--- config.mk ---
export PLATFORM = sky130hd
export DESIGN_NAME = axi_st_wr_ctrl_pipe
export DESIGN_NICKNAME = d
export VERILOG_FILES = /design/src/rtl/axi_st_wr_ctrl_pkg.sv /design/src/rtl/axi_st_obuf.sv /design/src/rtl/axi_st_wr_ctrl_pipe.sv
export SDC_FILE = /design/constraint.sdc
export NUM_CORES = 1
export LEC_CHECK = 0
export BUFFER_PORTS_ARGS = -buffer_cell sky130_fd_sc_hd__buf_2
export CORE_MARGIN = 2
export CORE_UTILIZATION = 55
export DETAILED_ROUTE_END_ITERATION = 8
export PLACE_DENSITY = 0.81
export SYNTH_ARGS = -nofsm -noshare
export SYNTH_HDL_FRONTEND = slang
export SYNTH_SLANG_ARGS = --single-unit
export TNS_END_PERCENT = 50
--- constraint.sdc ---
create_clock -name clk -period 2.5 [get_ports clk]
set_input_delay 0.125 -clock clk [delete_from_list [all_inputs] [get_ports clk]]
set_output_delay 0.125 -clock clk [all_outputs]
set_load 0.03 [all_outputs]
--- src/rtl/axi_st_wr_ctrl_pkg.sv ---
// Shared parameter defaults, legal ranges and the elaboration-time range check
// for the FIFO-to-AXI-Stream write controller.
package axi_st_wr_ctrl_pkg;

  localparam int DWIDTH_DEF     = 64;
  localparam int DWIDTH_MIN     = 8;
  localparam int DWIDTH_MAX     = 1024;
  localparam int RD_LAT_DEF     = 1;
  localparam int RD_LAT_MIN     = 1;
  localparam int RD_LAT_MAX     = 4;
  localparam int OBUF_DEPTH_DEF = 4;
  localparam int OBUF_DEPTH_MIN = 2;
  localparam int OBUF_DEPTH_MAX = 16;

  function automatic bit params_ok(input int dwidth, input int rd_lat, input int depth);
    return (dwidth >= DWIDTH_MIN) && (dwidth <= DWIDTH_MAX) &&
           (rd_lat >= RD_LAT_MIN) && (rd_lat <= RD_LAT_MAX) &&
           (depth >= OBUF_DEPTH_MIN) && (depth <= OBUF_DEPTH_MAX);
  endfunction

endpackage

--- src/rtl/axi_st_obuf.sv ---
// Circular output buffer: register array with wrapping head/tail pointers and
// a registered non-empty flag so valid/data leave the block straight from flops.
module axi_st_obuf
  import axi_st_wr_ctrl_pkg::*;
#(
  parameter int DWIDTH = DWIDTH_DEF,
  parameter int DEPTH  = OBUF_DEPTH_DEF
) (
  input  logic              clk,
  input  logic              rst_n,
  input  logic              push,
  input  logic [DWIDTH-1:0] push_data,
  input  logic              pop,
  output logic [DWIDTH-1:0] head_data,
  output logic              not_empty
);

  localparam int PW = $clog2(DEPTH);
  localparam int CW = $clog2(DEPTH + 1);

  logic [DWIDTH-1:0] mem [DEPTH];
  logic [PW-1:0]     wr_ptr;
  logic [PW-1:0]     rd_ptr;
  logic [CW-1:0]     count;
  logic [CW-1:0]     count_next;

  // Explicit wrap so non-power-of-two depths work.
  function automatic logic [PW-1:0] ptr_inc(input logic [PW-1:0] ptr);
    return (ptr == PW'(DEPTH - 1)) ? '0 : ptr + 1'b1;
  endfunction

  assign count_next = count + CW'(push) - CW'(pop);
  assign head_data  = mem[rd_ptr];

  always_ff @(posedge clk or negedge rst_n) begin
    if (!rst_n) begin
      for (int i = 0; i < DEPTH; i++) mem[i] <= '0;
      wr_ptr    <= '0;
      rd_ptr    <= '0;
      count     <= '0;
      not_empty <= 1'b0;
    end else begin
      if (push) begin
        mem[wr_ptr] <= push_data;
        wr_ptr      <= ptr_inc(wr_ptr);
      end
      if (pop) rd_ptr <= ptr_inc(rd_ptr);
      count     <= count_next;
      not_empty <= (count_next != '0);
    end
  end

endmodule

--- src/rtl/axi_st_wr_ctrl_pipe.sv ---
// Reads a latency-RD_LAT source FIFO into an AXI-Stream master, using an
// occupancy credit so every in-flight read is guaranteed a buffer slot.
module axi_st_wr_ctrl_pipe
  import axi_st_wr_ctrl_pkg::*;
#(
  parameter int DWIDTH     = DWIDTH_DEF,
  parameter int RD_LAT     = RD_LAT_DEF,
  parameter int OBUF_DEPTH = OBUF_DEPTH_DEF
) (
  input  logic              clk,
  input  logic              rst_n,
  input  logic              enable,
  input  logic              fifo_empty,
  output logic              fifo_rden,
  input  logic [DWIDTH-1:0] fifo_rdata,
  output logic              axist_valid,
  input  logic              axist_rdy,
  output logic [DWIDTH-1:0] axist_data,
  output logic [31:0]       xfer_cnt
);

  localparam int CW = $clog2(OBUF_DEPTH + 1);

  if (!params_ok(DWIDTH, RD_LAT, OBUF_DEPTH)) begin : g_bad_params
    $error("axi_st_wr_ctrl_pipe: DWIDTH/RD_LAT/OBUF_DEPTH out of range (OBUF_DEPTH must be >= 2)");
  end

  logic [RD_LAT-1:0] inflight;
  logic [CW-1:0]     occ;
  logic              push;
  logic              pop;

  assign push = inflight[RD_LAT-1];
  assign pop  = axist_valid & axist_rdy;

  // occ counts in-flight reads too, so a read is only issued when its slot is reserved.
  assign fifo_rden = rst_n & enable & ~fifo_empty & (occ < CW'(OBUF_DEPTH));

  always_ff @(posedge clk or negedge rst_n) begin
    if (!rst_n) begin
      inflight <= '0;
      occ      <= '0;
      xfer_cnt <= '0;
    end else begin
      inflight <= (inflight << 1) | RD_LAT'(fifo_rden);
      occ      <= occ + CW'(fifo_rden) - CW'(pop);
      xfer_cnt <= xfer_cnt + 32'(pop);
    end
  end

  axi_st_obuf #(
    .DWIDTH (DWIDTH),
    .DEPTH  (OBUF_DEPTH)
  ) u_obuf (
    .clk       (clk),
    .rst_n     (rst_n),
    .push      (push),
    .push_data (fifo_rdata),
    .pop       (pop),
    .head_data (axist_data),
    .not_empty (axist_valid)
  );

endmodule

==> metrics.md <==
| Metric | Value |
|---|---|
| Mapped Nets | 870 |
| Hold Crit Class | input pin to register |
| Post-DP HPWL | 15.7 mm |
| Die Span X | 158 um |
| Critical Path Start Type | register |
| Commonest non-fill, non-tap cell in the layout | dfrtp_1 |
| Upper clock frequency limit | 0.429 GHz |
| Clock Path Buffers | 3 |
| Initial Util | 55.7% |
| Worst hold start | axist_rdy |
| First-pass GRT wire length | 41.6 mm |
| CTS root buf | clkbuf_16 |
| Hold worst-path end | xfer_cnt[1] |
| Remaining global-route overflow | 0 |
| Syn Inst Count | 790 |
| Number of gates resized after CTS | 0 |
| Core ar. | 0.0233 sq mm |
| Setup Skew | 0.00813 ns |
| Maxcap violations | 0 |
| Setup violators final | 0 |
| Via count | 7587 |
| Placed cells | 1250 |
| Placed Area | 0.0143 sq mm |
| Nets@finish | 1110 |
| Die footprint | 0.0249 sq mm |
| Cts hold-fix bufs | 67 |
| DRT Wirelength | 25.9 mm |
| Final Max Tran Viols | 0 |
| Yosys reg bits | 300 |
| Arrival time at the worst endpoint | 2.21 ns |
| R2R Path End | u_obuf.not_empty |
| R2R depth | 6 |
| Worst reg2reg setup slack | 0.54 ns |
| Post-synth EDFFs | 0 |
| Vias per cell | 5.53 |
| Commonest register cell after synthesis | dfrtp_1 |
| Final number of hold-violating endpoints | 0 |
| Ports | 167 |
| Fin util | 68.3% |
| # clock sinks | 300 |
| CP Max Fanout | 31 |
| Placer congestion estimate | 0.762 |
| Max IR drop VDD | 0.00112 V |
| WL/cell | 18.9 um |
| Final Cycle Share | 93.2% |
| Setup Fix Bufs, Post-CTS | 0 |
| Vias in the first global route | 8022 |
| Synth warn | 0 |
| Pin count of the biggest net entering global routing | 162 |
| Cell Rows | 56 |
| Drt first pass iters | 6 |
| CTS tree | built |
| TNS Setup | 0 ns |
| Netlist cell types | 30 |
| Mapped Area | 0.0130 sq mm |
| Initial DRC count | 393 |
| Layout area overhead | 22.6% |
| CTS H-tree depth | 1 |
| Status | finished clean |
| Die height | 158 um |
| Multi-input logic area | 0.00524 sq mm |
| Hold WS | 0.0351 ns |
| Fin cells | 1372 |
| P_leak | 7.07 nW |
| Ant. Diodes | 0 |
| Crit end category | output port |
| Clk Latency, worst-skew pair | 0.55 ns |
| Asr flop ratio synth | 100% |
| Clock period minus worst slack | 2.33 ns |
| Final instance area | 0.0159 sq mm |
| RSZ-0062 raised after global routing | false |
| Max_slew headroom | 39.1% |
| Worst Setup Path Type | register to output port |
| Pwr/cell area | 1340 mW/mm^2 |
| Hold path depth | 4 |
| Fillers | 1569 |
| Antenna viol nets, final | 0 |
| GRT Total Usage | 21.1% |
| Most frequent cells in the layout | dfrtp_1 (298), mux2_2 (257), buf_2 (165) |
| Register clock-pin slew on the reported worst setup and hold paths | 0.06 ns |
| Critical Path RT | 2.38 ns |
| Reg2reg start | inflight |
| Sequential area share after synthesis | 57.7% |
| Layout cell share with drive strength beyond 1 | 53.4% |
| # DRC | 0 |
| Initial antenna violation count | 0 |
| Port bufs | 166 |
| Worst slew pin tran | 0.913 ns |
| Syn_area_per_cell | 16.5 sq um |
| Seq. cell area | 0.00751 sq mm |
| CTS Buf Count | 30 |
## logic make-up (layout without fill, tap and decap cells)
logic type      after synthesis  after routing  share of synthesized area, %
mux                         321            321                          33.3
simple gates                 66             66                          3.12
buf+inv                      53            316                          2.08
xor+xnor                     36             36                          2.42
flops                       300            300                          57.7
fa+ha+maj                    11             11                          1.17
compound gates                3              3                         0.135
## where the power goes
| part | total, mW | internal [mW] | switching, mW | leakage, nW |
|---|---|---|---|---|
| logic | 8.62 | 4.24 | 4.38 | 3.03 |
| registers | 8.34 | 7.13 | 1.21 | 3.55 |
| clock network | 4.46 | 2.67 | 1.78 | 0.497 |
| total | 21.4 | 14.0 | 7.37 | 7.07 |
## metal layers
layer	wire length [um]	up-vias	global-route usage [%]	share of wire, %
li1	-	3400	-	-
met1	10900	3989	27.7	42
met2	13300	157	36.5	51
met3	1150	41	3.81	4.4
met4	516	0	5.89	2.0
met5	0	-	0	0
## registers in the layout (all words and copies together) (netlist names)
register and count:
u_obuf.wr_ptr 2, u_obuf.count 3, occ 3, xfer_cnt 32, u_obuf.mem 256, u_obuf.rd_ptr 2, u_obuf.not_empty 1, inflight 1
## stage by stage
stage | setup WS (ns) | power (mW)
final | 0.169 | 21.4
after detailed placement | 0.542 | 17.0
after CTS | 0.119 | 21.6
after floorplan | 0.275 | 14.9
after global routing | 0.0637 | 22.6
after global placement | 0.587 | 16.6
## synthesized netlist by cell type (all sizes together), types with 2 or more instances
master    n  area [sq um]
and4      2          17.5
dfrtp   300          7510
xor2      6          52.6
nand3     7          40.0
xnor2    30           263
buf      38           214
clkbuf    4          15.0
o21ai     2          10.0
ha        9           113
inv      11          41.3
nor3      5          36.3
mux4     64          1440
nand2    16          70.1
and3      5          31.3
nand4b    2          17.5
nor2     10          37.5
mux2    257          2890
nand4    16           121
fa        2          40.0
## how the worst max path moves through the flow
stage	from	to	cells after the start
3_3_place_gp	inflight	u_obuf.not_empty	6
2_1_floorplan	occ[2]	occ[2]	6
5_1_grt	u_obuf.rd_ptr[0]	axist_data[4]	3
4_1_cts	u_obuf.rd_ptr[0]	axist_data[4]	3
6_report	u_obuf.rd_ptr[0]	axist_data[4]	3
3_5_place_dp	inflight	u_obuf.not_empty	6
## worst max-delay path, stage by stage (launching register included)
cell and delay, ns:
dfrtp_4 0.56, buf_12 0.29, mux4_2 0.58, buf_2 0.20
## cell type report
cell class	instances	area share, %
Tap cell	319	2.50
Inverter	11	0.259
Sequential cell	300	47.1
Timing Repair Buffer	250	11.0
Clock inverter	9	0.596
Multi-Input combinational cell	437	32.9
Clock buffer	46	5.66
No activity file was read; power rests on OpenSTA's default activity.
